## src/rtl/bin_to_bcd_seq.sv

```systemverilog
// Sequential binary-to-BCD converter (double dabble, one input bit per clock).
// Ports: clk, rst (async high), start, bin_in -> busy, done, bcd_out, overflow.
module bin_to_bcd_seq #(
    parameter int IN_WIDTH = 16,
    parameter int DIGITS   = 5,
    parameter int BLANK_LZ = 0
) (
    input  logic                  clk,
    input  logic                  rst,
    input  logic                  start,
    input  logic [IN_WIDTH-1:0]   bin_in,
    output logic                  busy,
    output logic                  done,
    output logic [4*DIGITS-1:0]   bcd_out,
    output logic                  overflow
);

    localparam int BW = 4 * DIGITS;
    localparam int CW = $clog2(IN_WIDTH + 1);

    typedef enum logic [1:0] {
        IDLE,
        SHIFT,
        FINISH
    } state_t;

    state_t              state;
    logic [IN_WIDTH-1:0] sr;
    logic [BW-1:0]       scratch;
    logic [BW-1:0]       adj;
    logic [BW-1:0]       scr_next;
    logic [BW-1:0]       result;
    logic                sticky;
    logic [CW-1:0]       cnt;

    // Add-3 correction on every digit, all from the pre-shift value.
    always_comb begin
        adj = scratch;
        for (int i = 0; i < DIGITS; i++) begin
            if (scratch[4*i +: 4] >= 4'd5)
                adj[4*i +: 4] = scratch[4*i +: 4] + 4'd3;
        end
    end

    // Shift the corrected digits left; input MSB enters digit 0.
    assign scr_next = {adj[BW-2:0], sr[IN_WIDTH-1]};

    generate
        if (BLANK_LZ != 0) begin : g_blank
            logic lead;
            // Top-down: zero digits become 4'hF until the first non-zero.
            // Digit 0 is excluded so a zero value still shows one "0".
            always_comb begin
                result = scratch;
                lead   = 1'b1;
                for (int i = DIGITS - 1; i >= 1; i--) begin
                    if (lead && (scratch[4*i +: 4] == 4'd0))
                        result[4*i +: 4] = 4'hF;
                    else
                        lead = 1'b0;
                end
            end
        end else begin : g_noblank
            assign result = scratch;
        end
    endgenerate

    always_ff @(posedge clk or posedge rst) begin
        if (rst) begin
            state    <= IDLE;
            sr       <= '0;
            scratch  <= '0;
            sticky   <= 1'b0;
            cnt      <= '0;
            busy     <= 1'b0;
            done     <= 1'b0;
            bcd_out  <= '0;
            overflow <= 1'b0;
        end else begin
            done <= 1'b0;
            unique case (state)
                IDLE: begin
                    if (start) begin
                        sr      <= bin_in;
                        scratch <= '0;
                        sticky  <= 1'b0;
                        cnt     <= CW'(IN_WIDTH);
                        busy    <= 1'b1;
                        state   <= SHIFT;
                    end
                end
                SHIFT: begin
                    sr      <= sr << 1;
                    scratch <= scr_next;
                    // A set bit leaving the top digit means the value
                    // does not fit in DIGITS digits.
                    if (adj[BW-1])
                        sticky <= 1'b1;
                    cnt <= cnt - CW'(1);
                    if (cnt == CW'(1))
                        state <= FINISH;
                end
                FINISH: begin
                    bcd_out  <= result;
                    overflow <= sticky;
                    done     <= 1'b1;
                    busy     <= 1'b0;
                    state    <= IDLE;
                end
                default: state <= IDLE;
            endcase
        end
    end

endmodule

```

## config.mk

```make
export PLATFORM = sky130hd
export DESIGN_NAME = bin_to_bcd_seq
export DESIGN_NICKNAME = d
export VERILOG_FILES = /design/src/rtl/bin_to_bcd_seq.sv
export SDC_FILE = /design/constraint.sdc
export NUM_CORES = 1
export LEC_CHECK = 0
export ABC_AREA = 1
export CORE_UTILIZATION = 45
export CTS_CLUSTER_DIAMETER = 120
export DETAILED_ROUTE_END_ITERATION = 6
export GPL_ROUTABILITY_DRIVEN = 1
export PLACE_DENSITY = 0.67
export SLEW_MARGIN = 20
export SYNTH_ARGS = -nofsm -noshare
export SYNTH_HDL_FRONTEND = slang
export SYNTH_SLANG_ARGS = --single-unit
```

## constraint.sdc

```tcl
create_clock -name clk -period 4.1 [get_ports clk]
set_clock_uncertainty 0.2 [all_clocks]
set_input_delay 0.82 -clock clk [delete_from_list [all_inputs] [get_ports clk]]
set_output_delay 0.82 -clock clk [all_outputs]
set_load 0.02 [all_outputs]
```

==> impl_metrics.env <==
export IMPL_grtUsageTotal_pct=19.36
export IMPL_antenna_left=0
export IMPL_critPathLaunchType="primary input"
export IMPL_die_h_um=86.40
export IMPL_postCtsHoldBufs=0
export IMPL_synth_area_mm2=0.003206
export IMPL_syn_area_per_cell_um2=8.241
export IMPL_routed_via_density=4.960
export IMPL_grtUsageMet2_pct=30.52
export IMPL_cts_tree="built"
export IMPL_cp_max_fo=22
export IMPL_cts_buffer_depth=2
export IMPL_clock_latency_ns=0.34
export IMPL_die_width_um=86.40
export IMPL_total_power_uw=2844
export IMPL_setup_viol_count_final=0
export IMPL_grt_use_met1_pct=25.47
export IMPL_tns_ns=0
export IMPL_globalRoute_totalOverflow=0
export IMPL_routed_wl_mm=6.435
export IMPL_gp_congestion=0.7967
export IMPL_nets=461
export IMPL_max_freq_ghz=0.3918
export IMPL_final_util_pct=56.63
export IMPL_cts_sinks=67
export IMPL_critPathArrivalTime_ns=2.62
export IMPL_grt_pass1_wl_mm=11.13
export IMPL_hold_viol=0
export IMPL_outcome="completed"
export IMPL_post_route_min_period_ns=2.552
export IMPL_avgRoutedWirePerCell_um=12.14
export IMPL_syn_inst=389
export IMPL_ir_worst_vdd_uv=297.3
export IMPL_cts_inserted_buffers=9
export IMPL_rows=30
export IMPL_grt_max_degree=47
export IMPL_antenna_cells=0
export IMPL_post_cts_buffers=0
export IMPL_final_max_slew_violation_count=0
export IMPL_clk_pin_slew_ns=0.07
export IMPL_dieArea_mm2=0.007465
export IMPL_rsz0062_at_grt="no"
export IMPL_synth_fp_nets=420
export IMPL_initial_core_util_pct=46.92
export IMPL_cts_root_buf="clkbuf_8"
export IMPL_drive_above_1_share_pct=5.760
export IMPL_syn2layout_area_growth_pct=20.69
export IMPL_grt_pass1_vias=2453
export IMPL_hpwl_mm=4.409
export IMPL_leakage_uw=0.001920
export IMPL_drt_initial_drc_count=130
export IMPL_synth_seq_cells=67
export IMPL_crit_type="in -> reg"
export IMPL_setup_ws_ns=1.548
export IMPL_min_path_type="reg -> reg"
export IMPL_worstPathRequired_ns=4.17
export IMPL_final_fill_count=658
export IMPL_dpl_worst_slack_ns=1.180
export IMPL_worstMarginPinSlew_ns=0.9501
export IMPL_ios=42
export IMPL_multi_input_area_mm2=0.001310
export IMPL_timing_final_crit_share_pct=62.25
export IMPL_htree_levels=3
export IMPL_yosysWarnings=0
export IMPL_ctsResizeCount=0
export IMPL_power_density_mw_per_mm2=735.2
export IMPL_seq_area_mm2=0.001677
export IMPL_max_cap_violations=0
export IMPL_ys_seq_area_share_pct=52.30
export IMPL_io_buffers=41
export IMPL_coreArea_mm2=0.006832
export IMPL_first_pass_iters=4
export IMPL_whs_ns=0.2703
export IMPL_grt_busiest_layer="met2"
export IMPL_slew_headroom_pct=36.66
export IMPL_vias=2629
export IMPL_drc=0
export IMPL_grt_met3_usage_pct=3.524
export IMPL_antenna_found_initial=0
export IMPL_endpoint_kind="flop"
export IMPL_synthDistinctLibCells=21
==> final timing paths <==
kind	start	to	slack (ns)	depth (start not counted)
max	start	result[16]	1.55	6
min	cnt[3]	cnt[3]	0.27	1
max in group asynchronous	rst	done	2.13	3
min reg2reg	cnt[3]	cnt[3]	0.27	1
max reg2reg	state[0]	cnt[4]	1.95	6
min in group asynchronous	rst	cnt[4]	0.80	2
==> cell usage after synthesis, drive strengths merged <==
cell type | instances | share of area [%]
ha | 12 | 4.7
nand3b | 1 | 0.23
nand3 | 44 | 6.9
nor2 | 8 | 1.1
o21bai | 3 | 0.70
nand4 | 25 | 4.9
dfrtp | 67 | 52
nand2 | 131 | 15
clkbuf | 5 | 0.62
o21ai | 42 | 6.7
or2 | 1 | 0.20
o22ai | 1 | 0.20
inv | 39 | 4.6
buf | 10 | 1.6
==> layout make-up <==
cell class              count  share of cell area (%)
well taps                  96                   3.105
clock inverters             3                   1.035
repair buffers             45                   11.38
flip-flops and latches     67                   43.34
multi-input cells         268                   33.86
inverters                  39                   3.784
clock buffers              12                   3.493
==> registers in the layout (all words and copies together) (netlist names) <==
signal	cells
sr	16
bcd_out	20
busy	1
done	1
cnt	5
state	2
result	20
sticky	1
overflow	1
==> stage by stage <==
step / cell area, µm² / instances
4_1_cts: 3869 / 530
5_1_grt: 3869 / 530
6_report: 3869 / 530
3_3_place_gp: 3694 / 515
2_1_floorplan: 3206 / 389
3_5_place_dp: 3694 / 515
==> layout by cell type, fill, tap and decap left out <==
cell	n
clkbuf_8	9
clkbuf_1	3
dfrtp_1	67
nand3_1	44
inv_2	5
ha_1	12
nand2_1	131
buf_4	4
nand3b_1	1
o21bai_1	3
clkinv_2	2
bufinv_16	1
inv_1	34
o21ai_0	31
nand4_1	25
clkdlybuf4s50_1	41
o22ai_1	1
or2_2	1
nor2_1	6
nor2_2	2
o21ai_2	1
o21ai_1	10
==> worst max-delay path, stage by stage <==
cell             delay, ns
clkdlybuf4s50_1       0.71
o21ai_2               0.52
buf_4                 0.34
nand2_1               0.07
inv_1                 0.05
o21bai_1              0.10
==> cells by family (layout without fill, tap and decap cells) <==
family / after synthesis / after routing / share of synthesized area, %
flip-flops: 67 / 67 / 52.30
buffers and inverters: 54 / 99 / 6.830
AND/OR/NAND/NOR: 210 / 210 / 28.61
adder cells (fa/ha/maj): 12 / 12 / 4.684
AO/OA/AOI/OAI: 46 / 46 / 7.572
==> power by group <==
group | leakage, µW | switching, µW | internal [µW]
clock network | 0.0000902 | 234 | 276
logic | 0.00100 | 757 | 476
registers | 0.000827 | 179 | 922
==> routing by layer <==
metal	vias up	routed length (µm)	share of wire (%)
met5	-	0	0
met4	0	146	2.3
met3	12	168	2.6
met2	42	2928	46
met1	1208	3191	50
li1	1367	-	-
Note: power is estimated with default switching activity, not from simulation.
